[config.mk]
export PLATFORM = sky130hd
export DESIGN_NAME = dpsk_sym_tx
export DESIGN_NICKNAME = d
export VERILOG_FILES = /design/src/rtl/dpsk_sym_tx.sv
export SDC_FILE = /design/constraint.sdc
export NUM_CORES = 1
export LEC_CHECK = 0
export BUFFER_PORTS_ARGS = -buffer_cell sky130_fd_sc_hd__buf_4
export CAP_MARGIN = 30
export CORE_UTILIZATION = 58
export DETAILED_ROUTE_END_ITERATION = 6
export PLACE_DENSITY = 0.77
export SYNTH_ARGS = -nofsm -noshare
export SYNTH_HDL_FRONTEND = slang
export SYNTH_SLANG_ARGS = --single-unit
[constraint.sdc]
create_clock -name clk -period 2.8 [get_ports clk]
set_clock_uncertainty 0.2 [all_clocks]
set_input_delay 0.28 -clock clk [delete_from_list [all_inputs] [get_ports clk]]
set_output_delay 0.28 -clock clk [all_outputs]
set_load 0.005 [all_outputs]
[src/rtl/dpsk_sym_tx.sv]
// Byte-serial DPSK symbol transmitter: alternating preamble, LSB-first data, zero-level tail.
// Define DPSK_TX_DIFF_ENC_EN to drive tx_level from a differential phase register instead of NRZ.
`timescale 1ns/1ps
module dpsk_sym_tx #(
   parameter int OUT_WIDTH     = 6,
   parameter int OSR           = 8,
   parameter int SYS_CLK_FREQ  = 6400000,
   parameter int SAMPLE_RATE   = 800,
   parameter int PREAMBLE_BITS = 16,
   parameter int TAIL_SYMS     = 2
)(
   input  logic                        clk,
   input  logic                        rst,
   input  logic                        enable,
   input  logic [7:0]                  tx_data,
   input  logic                        tx_valid,
   output logic                        tx_ready,
   output logic                        tx_busy,
   output logic                        sample_tick,
   output logic                        symbol_tick,
   output logic                        tx_bit,
   output logic signed [OUT_WIDTH-1:0] tx_level
);
   localparam int SAMPLE_DIV = SYS_CLK_FREQ / SAMPLE_RATE;
   localparam int DIV_W      = (SAMPLE_DIV > 1) ? $clog2(SAMPLE_DIV) : 1;
   localparam int OSR_W      = $clog2(OSR);
   localparam int MAX_A      = (PREAMBLE_BITS > TAIL_SYMS) ? PREAMBLE_BITS : TAIL_SYMS;
   localparam int MAX_SYMS   = (MAX_A > 8) ? MAX_A : 8;
   localparam int CNT_W      = $clog2(MAX_SYMS) + 1;
   localparam logic signed [OUT_WIDTH-1:0] LVL_P = {1'b0, {(OUT_WIDTH-1){1'b1}}};
   localparam logic signed [OUT_WIDTH-1:0] LVL_N = {1'b1, {(OUT_WIDTH-2){1'b0}}, 1'b1};

   typedef enum logic [1:0] {IDLE, PREAMBLE, DATA, TAIL} state_t;

   state_t                        state, state_n;
   logic [DIV_W-1:0]              div_cnt;
   logic [OSR_W-1:0]              samp_cnt;
   logic [CNT_W-1:0]              sym_cnt, sym_n;
   logic [7:0]                    shift_reg, shift_n;
   logic [7:0]                    hold_data;
   logic                          hold_full;
   logic                          load, drive, zero, bit_n, boundary, accept;
   logic signed [OUT_WIDTH-1:0]   level_n;
`ifdef DPSK_TX_DIFF_ENC_EN
   logic                          phase, phase_n;
`endif

   assign tx_ready = enable && !hold_full && !rst;
   assign tx_busy  = (state != IDLE);
   assign accept   = tx_valid && tx_ready;
   assign boundary = sample_tick && (samp_cnt == '0);

   always_ff @(posedge clk) begin
      if (rst) begin
         div_cnt     <= '0;
         sample_tick <= 1'b0;
      end else begin
         sample_tick <= (div_cnt == DIV_W'(SAMPLE_DIV - 1));
         div_cnt     <= (div_cnt == DIV_W'(SAMPLE_DIV - 1)) ? '0 : div_cnt + 1'b1;
      end
   end

   always_ff @(posedge clk) begin
      if (rst) begin
         state       <= IDLE;
         samp_cnt    <= '0;
         sym_cnt     <= '0;
         shift_reg   <= '0;
         hold_data   <= '0;
         hold_full   <= 1'b0;
         tx_bit      <= 1'b0;
         tx_level    <= '0;
         symbol_tick <= 1'b0;
`ifdef DPSK_TX_DIFF_ENC_EN
         phase       <= 1'b0;
`endif
      end else begin
         state       <= state_n;
         sym_cnt     <= sym_n;
         shift_reg   <= shift_n;
         symbol_tick <= drive;
         tx_bit      <= bit_n;
         tx_level    <= level_n;
`ifdef DPSK_TX_DIFF_ENC_EN
         phase       <= phase_n;
`endif
         // The frame-start tick already counts as sample 0 of the first symbol.
         if (sample_tick)
            samp_cnt <= (state_n == IDLE) ? '0 : samp_cnt + 1'b1;
         // A same-cycle load consumes the old contents; the new byte refills the hold.
         if (accept) begin
            hold_data <= tx_data;
            hold_full <= 1'b1;
         end else if (load) begin
            hold_full <= 1'b0;
         end
      end
   end

   always_comb begin
      state_n = state;
      sym_n   = sym_cnt;
      shift_n = shift_reg;
      load    = 1'b0;
      drive   = 1'b0;
      zero    = 1'b0;
      bit_n   = tx_bit;
      case (state)
         IDLE: begin
            if (sample_tick && hold_full) begin
               state_n = PREAMBLE;
               sym_n   = '0;
               drive   = 1'b1;
               bit_n   = 1'b1;
            end
         end
         PREAMBLE: begin
            if (boundary) begin
               drive = 1'b1;
               if (sym_cnt == CNT_W'(PREAMBLE_BITS - 1)) begin
                  state_n = DATA;
                  load    = 1'b1;
                  shift_n = hold_data;
                  sym_n   = '0;
                  bit_n   = hold_data[0];
               end else begin
                  sym_n = sym_cnt + 1'b1;
                  bit_n = ~sym_n[0];
               end
            end
         end
         DATA: begin
            if (boundary) begin
               drive = 1'b1;
               if (sym_cnt == CNT_W'(7)) begin
                  sym_n = '0;
                  if (hold_full) begin
                     load    = 1'b1;
                     shift_n = hold_data;
                     bit_n   = hold_data[0];
                  end else begin
                     state_n = TAIL;
                     zero    = 1'b1;
                     bit_n   = 1'b0;
                  end
               end else begin
                  shift_n = shift_reg >> 1;
                  sym_n   = sym_cnt + 1'b1;
                  bit_n   = shift_n[0];
               end
            end
         end
         TAIL: begin
            if (boundary) begin
               if (sym_cnt == CNT_W'(TAIL_SYMS - 1)) begin
                  state_n = IDLE;
                  sym_n   = '0;
               end else begin
                  drive = 1'b1;
                  zero  = 1'b1;
                  sym_n = sym_cnt + 1'b1;
                  bit_n = 1'b0;
               end
            end
         end
         default: state_n = IDLE;
      endcase

      level_n = tx_level;
`ifdef DPSK_TX_DIFF_ENC_EN
      phase_n = phase;
`endif
      if (drive) begin
         if (zero) begin
            level_n = '0;
         end else begin
`ifdef DPSK_TX_DIFF_ENC_EN
            phase_n = (state == IDLE) ? 1'b0 : (phase ^ bit_n);
            level_n = phase_n ? LVL_P : LVL_N;
`else
            level_n = bit_n ? LVL_P : LVL_N;
`endif
         end
      end
   end
endmodule

==> results of run 1 <==
-- cells in the mapped netlist, drive strengths merged, types with 2 or more instances --
| master | number |
|---|---|
| buf | 8 |
| clkbuf | 8 |
| nand3 | 12 |
| inv | 18 |
| a211o | 2 |
| or3 | 3 |
| dfxtp | 45 |
| nor2b | 2 |
| nor2 | 27 |
| or4b | 2 |
| a311oi | 9 |
| o22ai | 4 |
| xnor2 | 4 |
| and3 | 6 |
| ha | 12 |
| and2 | 4 |
| nand2b | 2 |
| nand3b | 3 |
| nor3b | 4 |
| o21ai | 7 |
| nor3 | 4 |
| xor2 | 8 |
| a21oi | 21 |
| nand2 | 39 |
-- critical path: stages, from the launching register on --
cell,delay (ns)
dfxtp_1,0.36
ha_1,0.25
and3_2,0.23
ha_1,0.22
nand2b_1,0.21
a31o_1,0.26
or4b_1,0.48
a21oi_1,0.16
-- report_power, final --
| group | switching [mW] | leakage [nW] | internal (mW) |
|---|---|---|---|
| logic | 0.0236 | 0.519 | 0.0200 |
| clock network | 0.204 | 0.0433 | 0.195 |
| registers | 0.00615 | 0.364 | 0.648 |
| total | 0.234 | 0.926 | 0.863 |
-- cell families after synthesis --
| kind of cell | after synthesis |
|---|---|
| compound gates | 55 |
| xor+xnor | 12 |
| fa+ha+maj | 12 |
| buf+inv | 34 |
| flops | 45 |
| mux | 2 |
| simple gates | 114 |
-- worst max path at each step --
stage          cells after the start       start    endpoint
6_report                           7  sym_cnt[0]  sym_cnt[3]
5_1_grt                            6    state[0]  sym_cnt[3]
4_1_cts                            7  sym_cnt[0]  sym_cnt[3]
3_3_place_gp                       7  sym_cnt[0]  sym_cnt[3]
2_1_floorplan                      7  sym_cnt[0]  sym_cnt[3]
3_5_place_dp                       7  sym_cnt[0]  sym_cnt[3]
-- through the flow --
stage / power, mW / area, um^2 / utilization (%)
finish: 1.10 / 2540 / 67.9
global route: 1.14 / 2540 / 67.9
CTS: 1.10 / 2540 / 67.9
detailed placement: 0.713 / 2450 / 65.5
global placement: 0.712 / 2450 / 65.5
floorplan: 0.694 / 2310 / -
-- layout make-up --
cell class                      instances  area, um^2  area share [%]
Tap cell                               48        60.1            2.36
Inverter                               18        67.6            2.66
Multi-Input combinational cell        195        1250            49.2
Timing Repair Buffer                   23         173            6.79
Clock buffer                            6        82.6            3.25
Sequential cell                        45         901            35.5
Clock inverter                          1        7.51           0.295
-- per-layer routing --
| metal | vias up | GRT usage [%] | share of wire [%] |
|---|---|---|---|
| li1 | 972 | - | - |
| met1 | 888 | 29.2 | 50 |
| met2 | 42 | 39.7 | 46 |
| met3 | 4 | 4.93 | 3.5 |
| met4 | 0 | 6.25 | 0.47 |
| met5 | - | 0 | 0 |
==> run_results.csv, run 1 <==
group,metric,value,unit
min_path,hp-start,"tx_data[2]",
floorplanning,core_area,3740,um^2
place,dpl_worst_slack,0.422,ns
finish,drive_above_1_share,15.6,%
clock_network,numCtsBuffers,5,
finish,antenna_cells,0,
sta,slew_headroom,54.0,%
synthesis,synth_area_leaders,"dfxtp_1 39%, ha_1 6.5%, nand2_1 6.2%",
min_path,hold_class,"input port to flop",
synthesis,ys_seq_area_share,39.1,%
clock_network,post_cts_buffers,0,
worst_setup_path,crit_type,"flop to flop",
sta,fin_ws,0.375,ns
grt,grt_pass1_vias,1783,
synthesis,synth_top_family_by_area,"simple AND/OR/NAND/NOR gates",
floorplanning,dieArea,4230,um^2
worst_setup_path,arrival,2.45,ns
clock_network,clk_pin_slew,0.08,ns
place,numPortBuffers,22,
worst_setup_path,r2r_cells,7,
finish,layout_common_cells,"45 x dfxtp_1, 38 x nand2_1, 27 x nor2_1",
sta,layout_min_cycle_time,2.42,ns
worst_setup_path,worstSetupStartpointType,"flop",
finish,instances_no_fill,336,
synthesis,synthSimpleGateAreaFrac,25.8,%
place,gp_congestion,0.856,
finish,final_common_cell,"dfxtp_1",
finish,nFillCells,329,
clock_network,clk_latency,0.29,ns
drt,avgViaCountPerCell,5.67,
sta,tightestPinTransition,0.690,ns
sta,fin_crit_sh,86.6,%
floorplanning,die_x,65.1,um
min_path,whs_endpoint,"hold_data[2]",
power,irDropWorstVdd,0.385,mV
sta,finalHoldViolations,0,
sta,whs,0.0338,ns
worst_setup_path,rrSetupSlack,0.38,ns
worst_setup_path,required,2.82,ns
synthesis,synth_fp_nets,298,
synthesis,yosysWarnings,0,
drt,drt.antenna.violating_nets,0,
place,dp.cells,329,
floorplanning,start_util,61.6,%
drt,first_iter_violations,132,
sta,finalMaxSlewViolations,0,
floorplanning,io_pins,23,
synthesis,async_flop_share,0,%
synthesis,synth_fa_ha_area_share,6.51,%
clock_network,cts.htree.levels,2,
min_path,holdPathStages,3,
worst_setup_path,cp_max_fo,6,
clock_network,cts_resized,0,
run,cap_viol_max_count,0,
clock_network,root_buffer,"clkbuf_8",
synthesis,synth_mux_area_share,0.922,%
worst_setup_path,timing.rr.start,"sym_cnt[0]",
drt,wirelength,4430,um
clock_network,hold_buffers,0,
clock_network,cts_tree,"done",
sta,max_freq,412,MHz
synthesis,synth_compound_gate_area_share,16.4,%
worst_setup_path,r2r-end,"sym_cnt[3]",
synthesis,yosysTopAreaCellShare,39.1,%
synthesis,netlist_area,2310,um^2
synthesis,netlist_instances,274,
grt,grt_use_total,23.2,%
worst_setup_path,endpoint_kind,"flop",
finish,largest_register_ff_count,13,
synthesis,synth_cell_types,54,
grt,grt_max_degree,38,
clock_network,clock_sinks,45,
synthesis,synth_top_area_cell,"dfxtp_1",
grt,grt_pass1_wl,7670,um
power,power-per-cell-area,431,nW/um^2
floorplanning,die_height,65.1,um
synthesis,ys_seq_elements,45,
sta,rsz0062_at_grt,"false",
floorplanning,row_count,22,
sta,finalSetupTns,0,ns
drt,vias,1906,
power,power.leakage,0.926,nW
drt,drtPass1Iterations,4,
synthesis,synth_edf_count,0,
status,status,"finished, final reports clean",
drt,drc,0,
grt,gr-total-overflow,0,
synthesis,synthXorXnorAreaFrac,4.56,%
sta,setup_viol,0,
drt,wl_per_cell,13.2,um
synthesis,synth_ff_type,"dfxtp_1",
finish,nNetsFinal,312,
finish,area_growth,10.2,%
place,dp_hpwl,3170,um
synthesis,syn_area_per_cell,8.42,um^2
grt,antenna_found_initial,0,
clock_network,cts.path.max_buffers,2,
No activity file was read; power rests on OpenSTA's default activity.
==> inputs of run 2 (changes only) <==
--- a/config.mk
+++ b/config.mk
@@ -5,11 +5,15 @@
 export SDC_FILE = /design/constraint.sdc
 export NUM_CORES = 1
 export LEC_CHECK = 0
+export ABC_AREA = 1
 export BUFFER_PORTS_ARGS = -buffer_cell sky130_fd_sc_hd__buf_4
 export CAP_MARGIN = 30
-export CORE_UTILIZATION = 58
+export CELL_PAD_IN_SITES_DETAIL_PLACEMENT = 2
+export CELL_PAD_IN_SITES_GLOBAL_PLACEMENT = 2
+export CORE_UTILIZATION = 33
 export DETAILED_ROUTE_END_ITERATION = 6
-export PLACE_DENSITY = 0.77
+export MAX_ROUTING_LAYER = met4
+export PLACE_DENSITY = 0.76
 export SYNTH_ARGS = -nofsm -noshare
 export SYNTH_HDL_FRONTEND = slang
 export SYNTH_SLANG_ARGS = --single-unit
==> run 2 against run 1 <==
  * Register-to-register slack better by 0.11 ns
  * Non-clock buffer count stayed put
  * Area after synthesis is 0.38% lower
  * Sequential share of layout area down 0.98 points
  * Critical endpoint is now shift_reg[6]
  * Cell area rose by 2.9%
  * Worst hold slack got worse by 0.020 ns
  * Largest power group unchanged
  * Clock power up 14%
  * Highest routed layer unchanged
==> run_results.csv, run 2 <==
group,metric,value,unit
drt,wirelength,6240,um
synthesis,ys_seq_elements,45,
floorplanning,core_area,6760,um^2
synthesis,synth_ff_type,"dfxtp_1",
sta,setup_viol,0,
sta,max_freq,432,MHz
synthesis,yosysWarnings,0,
sta,rsz0062_at_grt,"false",
synthesis,netlist_instances,319,
sta,finalHoldViolations,0,
run,cap_viol_max_count,0,
sta,layout_min_cycle_time,2.32,ns
synthesis,syn_area_per_cell,7.20,um^2
grt,grt_pass1_vias,2225,
worst_setup_path,required,2.85,ns
finish,layout_common_cells,"66 x nand2_1, 45 x nor2_1, 45 x dfxtp_1",
grt,met2_usage,33.5,%
finish,nFillCells,789,
place,dp_hpwl,4770,um
drt,drt.antenna.violating_nets,0,
grt,grt_pass1_wl,10700,um
grt,gr-usage-met1,23.3,%
sta,tightestPinTransition,0.448,ns
clock_network,cts.htree.levels,2,
worst_setup_path,worstSetupStartpointType,"flop",
power,power,1.16,mW
drt,drc,0,
floorplanning,die_height,85.4,um
sta,slew_headroom,70.0,%
worst_setup_path,slowest_stage,"dfxtp_1",
finish,largest_register_ff_count,13,
power,power.leakage,1.08,nW
power,p_sw,285,uW
power,clkPwrFrac,39.2,%
grt,gr-total-overflow,0,
clock_network,hold_buffers,0,
min_path,holdPathStages,3,
worst_setup_path,critical_path.most_common_cell,"inv_1",
min_path,hold_class,"input port to flop",
synthesis,synth_top_area_cell,"dfxtp_1",
synthesis,synth_cell_types,33,
finish,area_growth,13.8,%
floorplanning,io_pins,23,
synthesis,async_flop_share,0,%
power,intPower,877,uW
finish,nNetsFinal,364,
clock_network,cts.path.max_buffers,2,
drt,first_iter_violations,69,
synthesis,ys_seq_area_share,39.2,%
status,status,"finished, final reports clean",
synthesis,synth.most_common_cell,"nand2_1",
worst_setup_path,slowest_delay,0.39,ns
drt,avgViaCountPerCell,5.00,
clock_network,clock_sinks,45,
finish,antenna_cells,0,
power,irDropWorstVdd,0.319,mV
worst_setup_path,crit_type,"flop to flop",
worst_setup_path,r2r_cells,12,
worst_setup_path,cp_max_fo,12,
clock_network,clk_pin_slew,0.10,ns
grt,gr-max-usage-layer,"met2",
drt,drtPass1Iterations,4,
clock_network,numCtsBuffers,5,
place,gp_congestion,0.803,
grt,use_met3,2.63,%
sta,fin_crit_sh,82.8,%
clock_network,cts_resized,0,
grt,grt_max_degree,23,
place,numPortBuffers,22,
drt,vias,2104,
clock_network,root_buffer,"clkbuf_8",
worst_setup_path,arrival,2.36,ns
synthesis,netlist_area,2300,um^2
synthesis,synth_common_cells,"66 x nand2_1, 45 x dfxtp_1, 45 x nor2_1, 43 x inv_1, 20 x o21ai_0",
power,comb_power_share,4.4,%
synthesis,synth_fp_nets,343,
finish,final_common_cell,"nand2_1",
clock_network,clk_latency,0.31,ns
synthesis,synth_area_leaders,"dfxtp_1 39%, nand2_1 11%, nor2_1 7.4%",
sta,finalMaxSlewViolations,0,
synthesis,yosysTopAreaCellShare,39.2,%
clock_network,post_cts_buffers,0,
grt,antenna_found_initial,0,
grt,grt_use_total,19.4,%
floorplanning,dieArea,7300,um^2
floorplanning,row_count,30,
power,swShare,24.5,%
sta,finalSetupTns,0,ns
floorplanning,die_x,85.4,um
floorplanning,start_util,34.0,%
power,power-per-cell-area,445,nW/um^2
drt,wl_per_cell,14.8,um
synthesis,synth_edf_count,0,
worst_setup_path,endpoint_kind,"flop",
clock_network,cts_tree,"done",
finish,drive_above_1_share,12.9,%
power,pwr-share-seq,56.5,%
worst_setup_path,crit_chain,"ha_1 > nand2_1 > inv_1 > nand2_1 > inv_1 > ha_1 > inv_1 > nand2_1 > nand4_1 > inv_1 > o21ai_0 > a31oi_1",
## run 2: routing by layer
metal | share of wire [%] | up-vias | routed length (um)
li1 | - | 1055 | -
met1 | 45 | 1020 | 2800
met2 | 52 | 22 | 3220
met3 | 2.2 | 7 | 136
met4 | 1.3 | 0 | 80
met5 | 0 | - | 0
## run 2: path summary, 6_finish.rpt
| kind | from | end | slack [ns] |
|---|---|---|---|
| min | tx_data[5] | hold_data[5] | 0.01 |
| max reg2reg | sym_cnt[1] | shift_reg[6] | 0.48 |
| min reg2reg | div_cnt[0] | div_cnt[0] | 0.26 |
| max | sym_cnt[1] | shift_reg[6] | 0.48 |
## run 2: layout make-up
class | count | area (um^2) | share of cell area [%]
clock inverters | 2 | 17.5 | 0.670
inverters | 44 | 165 | 6.32
clock buffers | 6 | 82.6 | 3.16
well taps | 80 | 100 | 3.83
repair buffers | 23 | 173 | 6.61
multi-input cells | 221 | 1170 | 44.9
flip-flops and latches | 45 | 901 | 34.5
## run 2: power groups by stage
| stage | Sequential [mW] | Clock [mW] | Combinational [mW] |
|---|---|---|---|
| final | 0.656 | 0.455 | 0.0508 |
| after global routing | 0.658 | 0.505 | 0.0595 |
| after CTS | 0.657 | 0.476 | 0.0528 |
| after detailed placement | 0.672 | 0 | 0.0527 |
| after global placement | 0.671 | 0 | 0.0510 |
| after floorplan | 0.670 | 0 | 0.0294 |
## run 2: through the flow
step                hold WS (ns)  utilization [%]  setup slack [ns]  cells  instance area [um^2]
detailed placement         0.242             37.2             0.497    413                  2510
finish                    0.0141             38.7             0.483    421                  2610
global placement           0.231             37.2             0.667    413                  2510
global route              0.0318             38.7             0.121    421                  2610
CTS                      0.00933             38.7             0.480    421                  2610
floorplan                  0.164                -             0.853    319                  2300
## run 2: critical path, delay by kind of cell (launching register included)
family,cells,cell delay [ns]
buf+inv,4,0.52
fa+ha+maj,2,0.37
flops,1,0.39
compound gates,2,0.28
simple gates,4,0.49
## run 2: cell families after synthesis
family                   after synthesis  synth area share (%)
XOR/XNOR                               5                  1.91
AO/OA/AOI/OAI                         56                  14.7
flip-flops                            45                  39.2
AND/OR/NAND/NOR                      148                  28.0
buffers and inverters                 53                  9.64
adder cells (fa/ha/maj)               12                  6.54
==> inputs of run 3 (changes only) <==
--- a/config.mk
+++ b/config.mk
@@ -10,10 +10,10 @@
 export CAP_MARGIN = 30
 export CELL_PAD_IN_SITES_DETAIL_PLACEMENT = 2
 export CELL_PAD_IN_SITES_GLOBAL_PLACEMENT = 2
-export CORE_UTILIZATION = 33
+export CORE_UTILIZATION = 30
 export DETAILED_ROUTE_END_ITERATION = 6
 export MAX_ROUTING_LAYER = met4
-export PLACE_DENSITY = 0.76
+export PLACE_DENSITY = 0.73
 export SYNTH_ARGS = -nofsm -noshare
 export SYNTH_HDL_FRONTEND = slang
 export SYNTH_SLANG_ARGS = --single-unit
==> constraint.sdc (replaced) <==
create_clock -name clk -period 2.1 [get_ports clk]
set_clock_uncertainty 0.2 [all_clocks]
set_input_delay 0.21 -clock clk [delete_from_list [all_inputs] [get_ports clk]]
set_output_delay 0.21 -clock clk [all_outputs]
set_load 0.005 [all_outputs]
==> run 3 against run 2 <==
  * Sequential power up 33%
  * Critical path type unchanged
  * Highest routed layer unchanged
  * Critical path depth up 5
  * Via count up 4.0%
  * Cell area up 15%
==> run_results.csv, run 3 (synthesized netlist as in run 2, its figures left out) <==
group,metric,value,unit
power,intPower,1.14,mW
sta,finalMaxSlewViolations,0,
floorplanning,start_util,31.3,%
clock_network,cts.htree.levels,2,
worst_setup_path,endpoint_kind,"flop",
power,pwr-share-seq,59.1,%
drt,drt.antenna.violating_nets,0,
sta,layout_min_cycle_time,2.01,ns
clock_network,clk_latency,0.29,ns
power,power-per-cell-area,495,nW/um^2
finish,ff_latch_area,905,um^2
drt,first_iter_violations,49,
grt,grt_pass1_vias,2367,
sta,finalHoldViolations,0,
worst_setup_path,rrSetupSlack,0.09,ns
sta,finalSetupTns,0,ns
clock_network,clk_pin_slew,0.08,ns
place,dp.cells,447,
drt,vias,2188,
worst_setup_path,cp_max_fo,5,
place,numPortBuffers,22,
sta,fin_crit_sh,95.5,%
power,comb_power_share,5.8,%
finish,nNetsFinal,395,
grt,gr-total-overflow,0,
grt,grt_max_degree,23,
finish,layout_common_cells,"57 x nand2_1, 45 x buf_4, 42 x dfxtp_1",
clock_network,cts_tree,"done",
finish,utilization,40.9,%
floorplanning,die_height,89.5,um
sta,slew_headroom,72.3,%
sta,max_freq,499,MHz
drt,wl_per_cell,14.9,um
run,cap_viol_max_count,0,
drt,drtPass1Iterations,4,
finish,instances_no_fill,471,
finish,multi_input_area,1290,um^2
floorplanning,core_area,7330,um^2
place,dp_hpwl,4980,um
worst_setup_path,crit_type,"flop to flop",
sta,fin_ws,0.0941,ns
floorplanning,dieArea,8010,um^2
power,power.leakage,1.25,nW
drt,drc,0,
power,power,1.48,mW
power,p_sw,343,uW
clock_network,cts.path.max_buffers,2,
drt,wirelength,7030,um
drt,avgViaCountPerCell,4.65,
floorplanning,io_pins,23,
finish,largest_register_ff_count,13,
sta,setup_viol,0,
power,irDropWorstVdd,0.259,mV
grt,grt_pass1_wl,11400,um
finish,antenna_cells,0,
power,clkPwrFrac,35.1,%
finish,drive_above_1_share,25.5,%
grt,antenna_found_initial,0,
min_path,holdPathStages,3,
grt,grt_use_total,19.2,%
worst_setup_path,required,2.09,ns
place,dpl_worst_slack,-0.0379,ns
floorplanning,row_count,31,
place,placed_area,2650,um^2
worst_setup_path,r2r_cells,17,
finish,final_common_cell,"nand2_1",
clock_network,numCtsBuffers,5,
clock_network,root_buffer,"clkbuf_8",
worst_setup_path,worstSetupStartpointType,"flop",
worst_setup_path,arrival,1.99,ns
sta,rsz0062_at_grt,"true",
min_path,hold_class,"input port to flop",
sta,tightestPinTransition,0.412,ns
status,status,"finished, final reports clean",
power,swShare,23.1,%
finish,nFillCells,858,
sta,whs,0.104,ns
floorplanning,die_x,89.5,um
finish,postLayoutCellArea,3000,um^2
place,gp_congestion,0.829,
clock_network,clock_sinks,45,
finish,area_growth,30.4,%
[run 3: critical path, stage by stage, from the launching register on]
cell	delay [ns]
dfxtp_2	0.36
ha_4	0.15
nand2_4	0.06
inv_4	0.08
nand2_4	0.06
inv_4	0.07
ha_4	0.13
inv_2	0.04
nand2_4	0.08
nand3_2	0.08
nor2_2	0.09
nand2_1	0.06
nand2_1	0.09
nand2_1	0.07
nor2_1	0.10
nand2_1	0.07
nand2_2	0.07
nor2_1	0.05
[run 3: power groups by stage]
stage | clock (mW) | combinational [mW] | sequential, mW
3_3_place_gp | 0 | 0.0706 | 0.895
5_1_grt | 0.575 | 0.0984 | 0.877
6_report | 0.520 | 0.0864 | 0.875
3_5_place_dp | 0 | 0.0741 | 0.896
2_1_floorplan | 0 | 0.0392 | 0.893
4_1_cts | 0.546 | 0.0859 | 0.876
[run 3: per-layer routing]
metal  part of all wire, %  wire, um  track usage [%]
met4                  0.73        51             4.33
met3                   1.4        99             2.31
met1                    47      3340             23.0
met5                     0         0                -
met2                    50      3540             34.6
[run 3: final cells by class]
cell class	count	share of cell area, %
well taps	99	4.13
repair buffers	54	14.3
multi-input cells	221	42.9
clock inverters	2	0.334
flip-flops and latches	45	30.2
clock buffers	6	2.42
inverters	44	5.68
[run 3: worst paths after layout]
path,start,end
setup / recovery,sym_cnt[1],samp_cnt[0]
hold / removal,rst,sym_cnt[1]
setup reg to reg,sym_cnt[1],samp_cnt[0]
hold reg to reg,div_cnt[0],div_cnt[0]
[run 3: what timing repair did]
| item | 4_1_cts | 5_1_grt |
|---|---|---|
| resized for setup | 10 | 30 |
| setup endpoints to repair | 10 | 17 |
| buffers inserted | 2 | 6 |
| pin swaps | 4 | 15 |
| hold buffers | 8 | 0 |
| endpoints found under the hold margin | 8 | 0 |
